**src/rtl/g_ser4tx.sv**
```systemverilog
// g_ser4tx: 4-bit parallel-in, serial-out framed transmitter.
// Frame is start, 4 data bits LSB first, optional parity, stop.
module g_ser4tx #(
    parameter int DIV = 1,
    parameter int PAR = 0
) (
    input  logic       CK,
    input  logic       RN,
    input  logic       LD,
    input  logic [3:0] D,
    output logic       SO,
    output logic       RDY,
    output logic       BUSY,
    output logic       DONE
);

    localparam int CW = (DIV > 1) ? $clog2(DIV) : 1;
    localparam logic [CW-1:0] CMAX = CW'(DIV - 1);

    typedef enum logic [2:0] {
        IDLE,
        START,
        DATA,
        PARITY,
        STOP
    } state_t;

    state_t        state, state_n;
    logic [CW-1:0] cnt, cnt_n;
    logic [1:0]    bcnt, bcnt_n;
    logic [3:0]    shreg, shreg_n;
    logic          pbit, pbit_n;
    logic          so_n, rdy_n, done_n;
    logic          tick;

    assign tick = (cnt == CMAX);

    always_ff @(posedge CK or negedge RN) begin
        if (!RN) begin
            state <= IDLE;
            cnt   <= '0;
            bcnt  <= '0;
            shreg <= '0;
            pbit  <= 1'b0;
            SO    <= 1'b1;
            RDY   <= 1'b1;
            BUSY  <= 1'b0;
            DONE  <= 1'b0;
        end else begin
            state <= state_n;
            cnt   <= cnt_n;
            bcnt  <= bcnt_n;
            shreg <= shreg_n;
            pbit  <= pbit_n;
            SO    <= so_n;
            RDY   <= rdy_n;
            BUSY  <= ~rdy_n;
            DONE  <= done_n;
        end
    end

    always_comb begin
        state_n = state;
        bcnt_n  = bcnt;
        shreg_n = shreg;
        pbit_n  = pbit;
        done_n  = 1'b0;
        if (state == IDLE || tick) begin
            cnt_n = '0;
        end else begin
            cnt_n = cnt + 1'b1;
        end

        unique case (state)
            IDLE: begin
                if (LD) begin
                    shreg_n = D;
                    pbit_n  = (PAR == 2) ? ~^D : ^D;
                    bcnt_n  = 2'd0;
                    state_n = START;
                end
            end
            START: begin
                if (tick) state_n = DATA;
            end
            DATA: begin
                if (tick) begin
                    if (bcnt == 2'd3) begin
                        state_n = (PAR != 0) ? PARITY : STOP;
                    end else begin
                        shreg_n = {1'b0, shreg[3:1]};
                        bcnt_n  = bcnt + 2'd1;
                    end
                end
            end
            PARITY: begin
                if (tick) state_n = STOP;
            end
            STOP: begin
                if (tick) begin
                    state_n = IDLE;
                    done_n  = 1'b1;
                end
            end
            default: state_n = IDLE;
        endcase

        // Outputs are registered, so they follow the state being entered.
        unique case (state_n)
            START:   so_n = 1'b0;
            DATA:    so_n = shreg_n[0];
            PARITY:  so_n = pbit_n;
            default: so_n = 1'b1;
        endcase
        rdy_n = (state_n == IDLE);
    end

endmodule

```
**config.mk**
```make
export PLATFORM = sky130hd
export DESIGN_NAME = g_ser4tx
export DESIGN_NICKNAME = d
export VERILOG_FILES = /design/src/rtl/g_ser4tx.sv
export SDC_FILE = /design/constraint.sdc
export NUM_CORES = 1
export LEC_CHECK = 0
export CAP_MARGIN = 20
export CORE_MARGIN = 2
export CORE_UTILIZATION = 44
export CTS_CLUSTER_SIZE = 10
export DETAILED_ROUTE_END_ITERATION = 10
export GPL_TIMING_DRIVEN = 0
export HOLD_SLACK_MARGIN = 0.03
export PLACE_DENSITY = 0.67
export SYNTH_ARGS = -nofsm -noshare
export SYNTH_HDL_FRONTEND = slang
export SYNTH_SLANG_ARGS = --single-unit
export TNS_END_PERCENT = 30
```
**constraint.sdc**
```tcl
create_clock -name CK -period 1.7 [get_ports CK]
set_input_delay 0.17 -clock CK [delete_from_list [all_inputs] [get_ports CK]]
set_output_delay 0.17 -clock CK [all_outputs]
set_load 0.02 [all_outputs]
```
# ---- Word-level counts from Yosys, hierarchy flattened
# Index checks and enable logic that the tools add are counted.
dict set report totals {
  register_bits 15
  output_inout_bits 4
  elab_cells 52
}
dict set report op_classes {
  add_sub_neg 2
  eq_ne 11
  n_mux 21
  bitwise 2
  reduce_logical 6
}
# operator count
set ops {}
lappend ops {{3-bit 2-to-1 mux} 6}
lappend ops {{3-bit case mux with 5 select lines} 1}
lappend ops {{3-bit by 2-bit equality test with 1-bit output, second input constant} 4}
lappend ops {{4-bit 2-to-1 mux} 3}
lappend ops {{4-bit case mux with 2 select lines} 1}
lappend ops {{3-bit by 1-bit equality test with 1-bit output, second input constant} 2}
lappend ops {{3-bit zero test} 2}
lappend ops {{2-bit 2-to-1 mux} 3}
lappend ops {{2-bit inequality test, second input constant} 3}
lappend ops {{1-bit 2-to-1 mux} 5}
lappend ops {{2-bit case mux with 2 select lines} 1}
lappend ops {{4-bit AND reduction} 1}
lappend ops {{4-bit parity} 1}
lappend ops {{3-bit equality test, second input constant} 1}
lappend ops {{1-bit case mux with 3 select lines} 1}
lappend ops {{2-bit by 1-bit adder with 2-bit output, second input constant} 1}
lappend ops {{2-bit equality test, second input constant} 1}
lappend ops {{1-bit NOT} 2}
lappend ops {{2-bit nonzero test} 1}
lappend ops {{1-bit adder, second input constant} 1}
lappend ops {{1-bit logical OR} 1}

# ---- Logic depth before layout (Yosys ltp)
dict set report depth {
  ltp_word 6
  ltp_mapped 5
}

# ---- Worst setup path before layout
# No wires, ideal clock.
dict set report synth_timing {
  path_kind {register to register}
  start {register state[1]}
  end {register SO}
  setup_time_ps 68
  t_arrival_ps 1430
  t_required_ps 1632
  path_slack_ps 202
  path_stages_with_launch 6
  n_path_buf 1
  synth_period_minus_slack_ps 1498
  cell_sequence {dfrtp_1 -> buf_6 -> nor4b_4 -> nor2_2 -> a2111o_1 -> a2bb2oi_2}
}
dict set report synth_via {
  elab_chain_len 5
  word_cells_on_any_way 18
  cone_classes {eq/ne: 7; mux: 10; reduce/logical: 1}
}
# item line_no
set synth_rtl {}
lappend synth_rtl {{from (decl)} 28} ;# state_t state, state_n;
lappend synth_rtl {{from (signal assigned)} 50} ;# state <= state_n;
lappend synth_rtl {{3-bit 2-to-1 mux} 88} ;# if (bcnt == 2'd3) begin
lappend synth_rtl {{3-bit 2-to-1 mux} 87} ;# if (tick) begin
lappend synth_rtl {{3-bit case mux with 5 select lines} 74} ;# unique case (state)
lappend synth_rtl {{3-bit by 2-bit equality test with 1-bit output or 3-bit by 1-bit equality test with 1-bit output (tied branches)} 109} ;# unique case (state_n)
lappend synth_rtl {{1-bit case mux with 3 select lines (*)} 109}
lappend synth_rtl {{net so_n} 33} ;# logic so_n, rdy_n, done_n;
lappend synth_rtl {{to (signal assigned)} 55} ;# SO <= so_n;
lappend synth_rtl {{to (decl)} 11} ;# output logic SO,
# Mark *: on every way through the listed nets, which the timed path passes. The rest lies on a longest branch.
# A chain may end at the register's enable or synchronous reset.

# ---- Worst setup path in the final report
dict set report layout_timing {
  start {register SO}
  end {output SO}
}
# No word-level cell between the ends.

==> results.sh <==
export IMPL_drt_pass1_iter_count=4
export IMPL_drv_max_cap_violation_count=0
export IMPL_status="finished, final reports clean"
export IMPL_syn_mean_instance_area_um2=11.3
export IMPL_final_nets=91
export IMPL_timing_max_transition_violations_final=0
export IMPL_place_hpwl_um=927
export IMPL_synthCells=66
export IMPL_post_cts_resize_count=0
export IMPL_cts_buffer_depth=2
export IMPL_gr_usage_all_layers=0.152
export IMPL_maximum_single_stage_delay_on_the_critical_path_ns=0.59
export IMPL_cts_tree="done"
export IMPL_fin_worst_skew_ns=0.00512
export IMPL_grt_pass1_vias=530
export IMPL_placement_io_buffers=10
export IMPL_die_height_um=45.2
export IMPL_synth_top_family_by_area="simple AND/OR/NAND/NOR gates"
export IMPL_synth_net_count=74
export IMPL_max_freq_mhz=639
export IMPL_synth_xor_xnor_area_share=0.0351
export IMPL_power_leakage_nw=0.398
export IMPL_synthesis_yosys_warnings=0
export IMPL_worst_ep_required_time_ns=1.53
export IMPL_kind_of_cell_adding_the_most_delay_to_the_critical_path="buffers and inverters"
export IMPL_layout_core_utilization=0.590
export IMPL_grt_first_pass_wirelength_um=2160
export IMPL_timing_critical_path_fanout_max=1
export IMPL_clkLatencyLatePin_ns=0.28
export IMPL_rsz_0062_raised_after_global_routing="no"
export IMPL_antenna_found_initial=0
export IMPL_die_area_um2=2050
export IMPL_vias_per_cell=5.54
export IMPL_detail_route_drc_violations=0
export IMPL_area_growth_pct=21.6
export IMPL_worst_r2r_path_depth=4
export IMPL_postRouteWirelength_um=1280
export IMPL_placementRows=14
export IMPL_arrival_ns=1.40
export IMPL_yosysUniqueCellTypes=32
export IMPL_crit_chain="clkdlybuf4s50_1"
export IMPL_synth_fa_ha_area_frac=0.0167
export IMPL_setup_tns_ns=0
export IMPL_yosys_area_share_simple=0.192
export IMPL_layout_drive_gt1_share=0.220
export IMPL_setup_worst_path_class="flop to output port"
export IMPL_cts_sinks=15
export IMPL_initialDrtViolationCount=7
export IMPL_antenna_cells_inserted=0
export IMPL_grt_start_max_net_pins=16
export IMPL_final_setup_viol_count=0
export IMPL_clkTransAtPathRegs_ns=0.09
export IMPL_maxSlewHeadroom=0.555
export IMPL_design_portCount=11
export IMPL_critical_path_sink_type="output port"
export IMPL_dieWidth_um=45.2
export IMPL_synth_yosys_seq_area_share=0.505
export IMPL_initial_standard_cell_utilization_of_the_core=0.485
export IMPL_fin_crit_sh=0.921
export IMPL_synth_compound_area_frac=0.167
export IMPL_synth_cell_area_um2=748
export IMPL_globalRouteOverflowTotal=0
export IMPL_postSynthRegisterBits=15
export IMPL_cell_with_the_biggest_individual_delay_on_the_critical_path="sky130_fd_sc_hd__clkdlybuf4s50_1"
export IMPL_ctsHtreeMaxLevel=1
export IMPL_finalHoldViolations=0
export IMPL_worstPathBufferInverterCount=1
export IMPL_hp_class="input port to asynchronous set/reset pin"
export IMPL_worst_ir_drop_vdd_uv=668
export IMPL_worstMarginPinSlew_ns=0.666
export IMPL_core_area_um2=1540
export IMPL_n_fill_cell=139
export IMPL_stages_on_worst_setup_path=1
export IMPL_dr_total_vias=543
export IMPL_place_congestion=0.697
export IMPL_antenna_violating_nets_post_route=0
export IMPL_power_per_cell_area_nw_per_um2=1680
export IMPL_setup_worst_path_start_class="flop"
export IMPL_ctsRootBufferMaster="sky130_fd_sc_hd__clkbuf_4"
export IMPL_post_drt_wl_per_cell_um=13.0
export IMPL_timing_final_crit_period_ns=1.57
export IMPL_cts_buf_count=3
export IMPL_post_synth_mux_area_share=0.0284
## where the power goes
part | internal, mW | leakage, nW | switching (mW) | total, mW
clock network | 0.0912 | 0.0150 | 0.113 | 0.204
registers | 0.516 | 0.183 | 0.0707 | 0.587
logic | 0.366 | 0.200 | 0.368 | 0.733
total | 0.973 | 0.398 | 0.551 | 1.52
## timing repair
item	4_1_cts	5_1_grt
setup buffers	0	2
setup endpoints to repair	0	1
endpoints found under the hold margin	0	0
hold buffers	0	0
## state kept, by name, summed over array words and instances, names as in the netlist
name	flops
shreg	4
state	3
bcnt	2
BUSY	1
DONE	1
RDY	1
SO	1
cnt	1
pbit	1
## worst paths after layout
check	to	slack, ns	start
max	SO	0.13	SO$_DFF_PN1_
min	shreg[1]$_DFFE_PN0P_	0.29	RN
max reg2reg	bcnt[0]$_DFFE_PN0P_	0.15	bcnt[0]$_DFFE_PN0P_
min reg2reg	shreg[1]$_DFFE_PN0P_	0.49	shreg[1]$_DFFE_PN0P_
max in group asynchronous	state[2]$_DFF_PN0_	0.99	RN
min in group CK	shreg[1]$_DFFE_PN0P_	0.49	shreg[1]$_DFFE_PN0P_
## cell usage in the layout, fill, tap and decap left out, types with 2 or more instances in the layout
cell and count:
sky130_fd_sc_hd__a21o_1 2, sky130_fd_sc_hd__a21oi_1 2, sky130_fd_sc_hd__a22o_2 2, sky130_fd_sc_hd__buf_4 3
sky130_fd_sc_hd__buf_6 2, sky130_fd_sc_hd__clkbuf_4 3, sky130_fd_sc_hd__clkdlybuf4s50_1 10, sky130_fd_sc_hd__dfrtp_1 13
sky130_fd_sc_hd__dfstp_2 2, sky130_fd_sc_hd__inv_1 2, sky130_fd_sc_hd__nand2_1 6, sky130_fd_sc_hd__nor2_1 7
sky130_fd_sc_hd__o21ai_0 3, sky130_fd_sc_hd__o31ai_1 2, sky130_fd_sc_hd__xnor2_1 3
## logic make-up after synthesis
logic type,after synthesis
simple gates,23
fa+ha+maj,1
xor+xnor,3
other cells,1
flops,15
buf+inv,5
compound gates,16
mux,2
## final cells by class
| cell class | instances | area, um2 | area share |
|---|---|---|---|
| tap | 16 | 20.0 | 0.0220 |
| sequential | 15 | 378 | 0.415 |
| multi-input combinational | 46 | 333 | 0.366 |
| clock buffer | 4 | 26.3 | 0.0289 |
| inverter | 2 | 7.51 | 0.00825 |
| timing repair buffer | 12 | 115 | 0.127 |
| buffer | 3 | 30.0 | 0.0330 |
## cell usage after synthesis
master | count | area share
sky130_fd_sc_hd__nand3b_1 | 1 | 0.010
sky130_fd_sc_hd__dfrtp_1 | 13 | 0.43
sky130_fd_sc_hd__nor4b_4 | 1 | 0.032
sky130_fd_sc_hd__nand3_1 | 1 | 0.0067
sky130_fd_sc_hd__mux2_2 | 1 | 0.015
sky130_fd_sc_hd__or3_1 | 1 | 0.0084
sky130_fd_sc_hd__nor3_1 | 1 | 0.0067
sky130_fd_sc_hd__a2111o_1 | 1 | 0.015
sky130_fd_sc_hd__o21ai_0 | 3 | 0.020
sky130_fd_sc_hd__o211ai_1 | 1 | 0.010
sky130_fd_sc_hd__dfstp_2 | 2 | 0.070
sky130_fd_sc_hd__nor2_1 | 7 | 0.035
sky130_fd_sc_hd__buf_6 | 2 | 0.030
sky130_fd_sc_hd__a21o_1 | 2 | 0.020
sky130_fd_sc_hd__a31o_2 | 1 | 0.012
sky130_fd_sc_hd__o21bai_1 | 1 | 0.010
sky130_fd_sc_hd__nor3b_1 | 1 | 0.010
sky130_fd_sc_hd__a2bb2oi_2 | 1 | 0.020
sky130_fd_sc_hd__o31ai_1 | 2 | 0.020
sky130_fd_sc_hd__inv_1 | 2 | 0.010
sky130_fd_sc_hd__a21oi_1 | 2 | 0.013
sky130_fd_sc_hd__buf_4 | 1 | 0.010
sky130_fd_sc_hd__nor4_4 | 1 | 0.028
sky130_fd_sc_hd__mux2i_1 | 1 | 0.013
sky130_fd_sc_hd__a22o_2 | 2 | 0.027
sky130_fd_sc_hd__nand2_1 | 6 | 0.030
sky130_fd_sc_hd__conb_1 | 1 | 0.0050
sky130_fd_sc_hd__nand2b_1 | 1 | 0.0084
sky130_fd_sc_hd__xnor2_1 | 3 | 0.035
sky130_fd_sc_hd__nor4_1 | 1 | 0.0084
sky130_fd_sc_hd__nor2_2 | 1 | 0.0084
sky130_fd_sc_hd__ha_1 | 1 | 0.017
## per-stage QoR
step / hold WS [ns] / instance area [um2] / instances / power (mW) / setup slack (ns)
2_1_floorplan: -0.126 / 748 / 66 / 1.12 / 0.202
3_3_place_gp: 0.463 / 868 / 92 / 1.29 / -0.160
3_5_place_dp: 0.474 / 868 / 92 / 1.31 / -0.176
4_1_cts: 0.305 / 895 / 96 / 1.51 / 0.0530
5_1_grt: 0.350 / 910 / 98 / 1.64 / 0.0487
6_report: 0.286 / 910 / 98 / 1.52 / 0.135
## metal layers
layer  global-route usage  part of all wire
met5                    0                 0
met4                0.106             0.027
met3               0.0240             0.024
met2                0.254              0.48
met1                0.176              0.46
No activity file was read; power rests on OpenSTA's default activity.
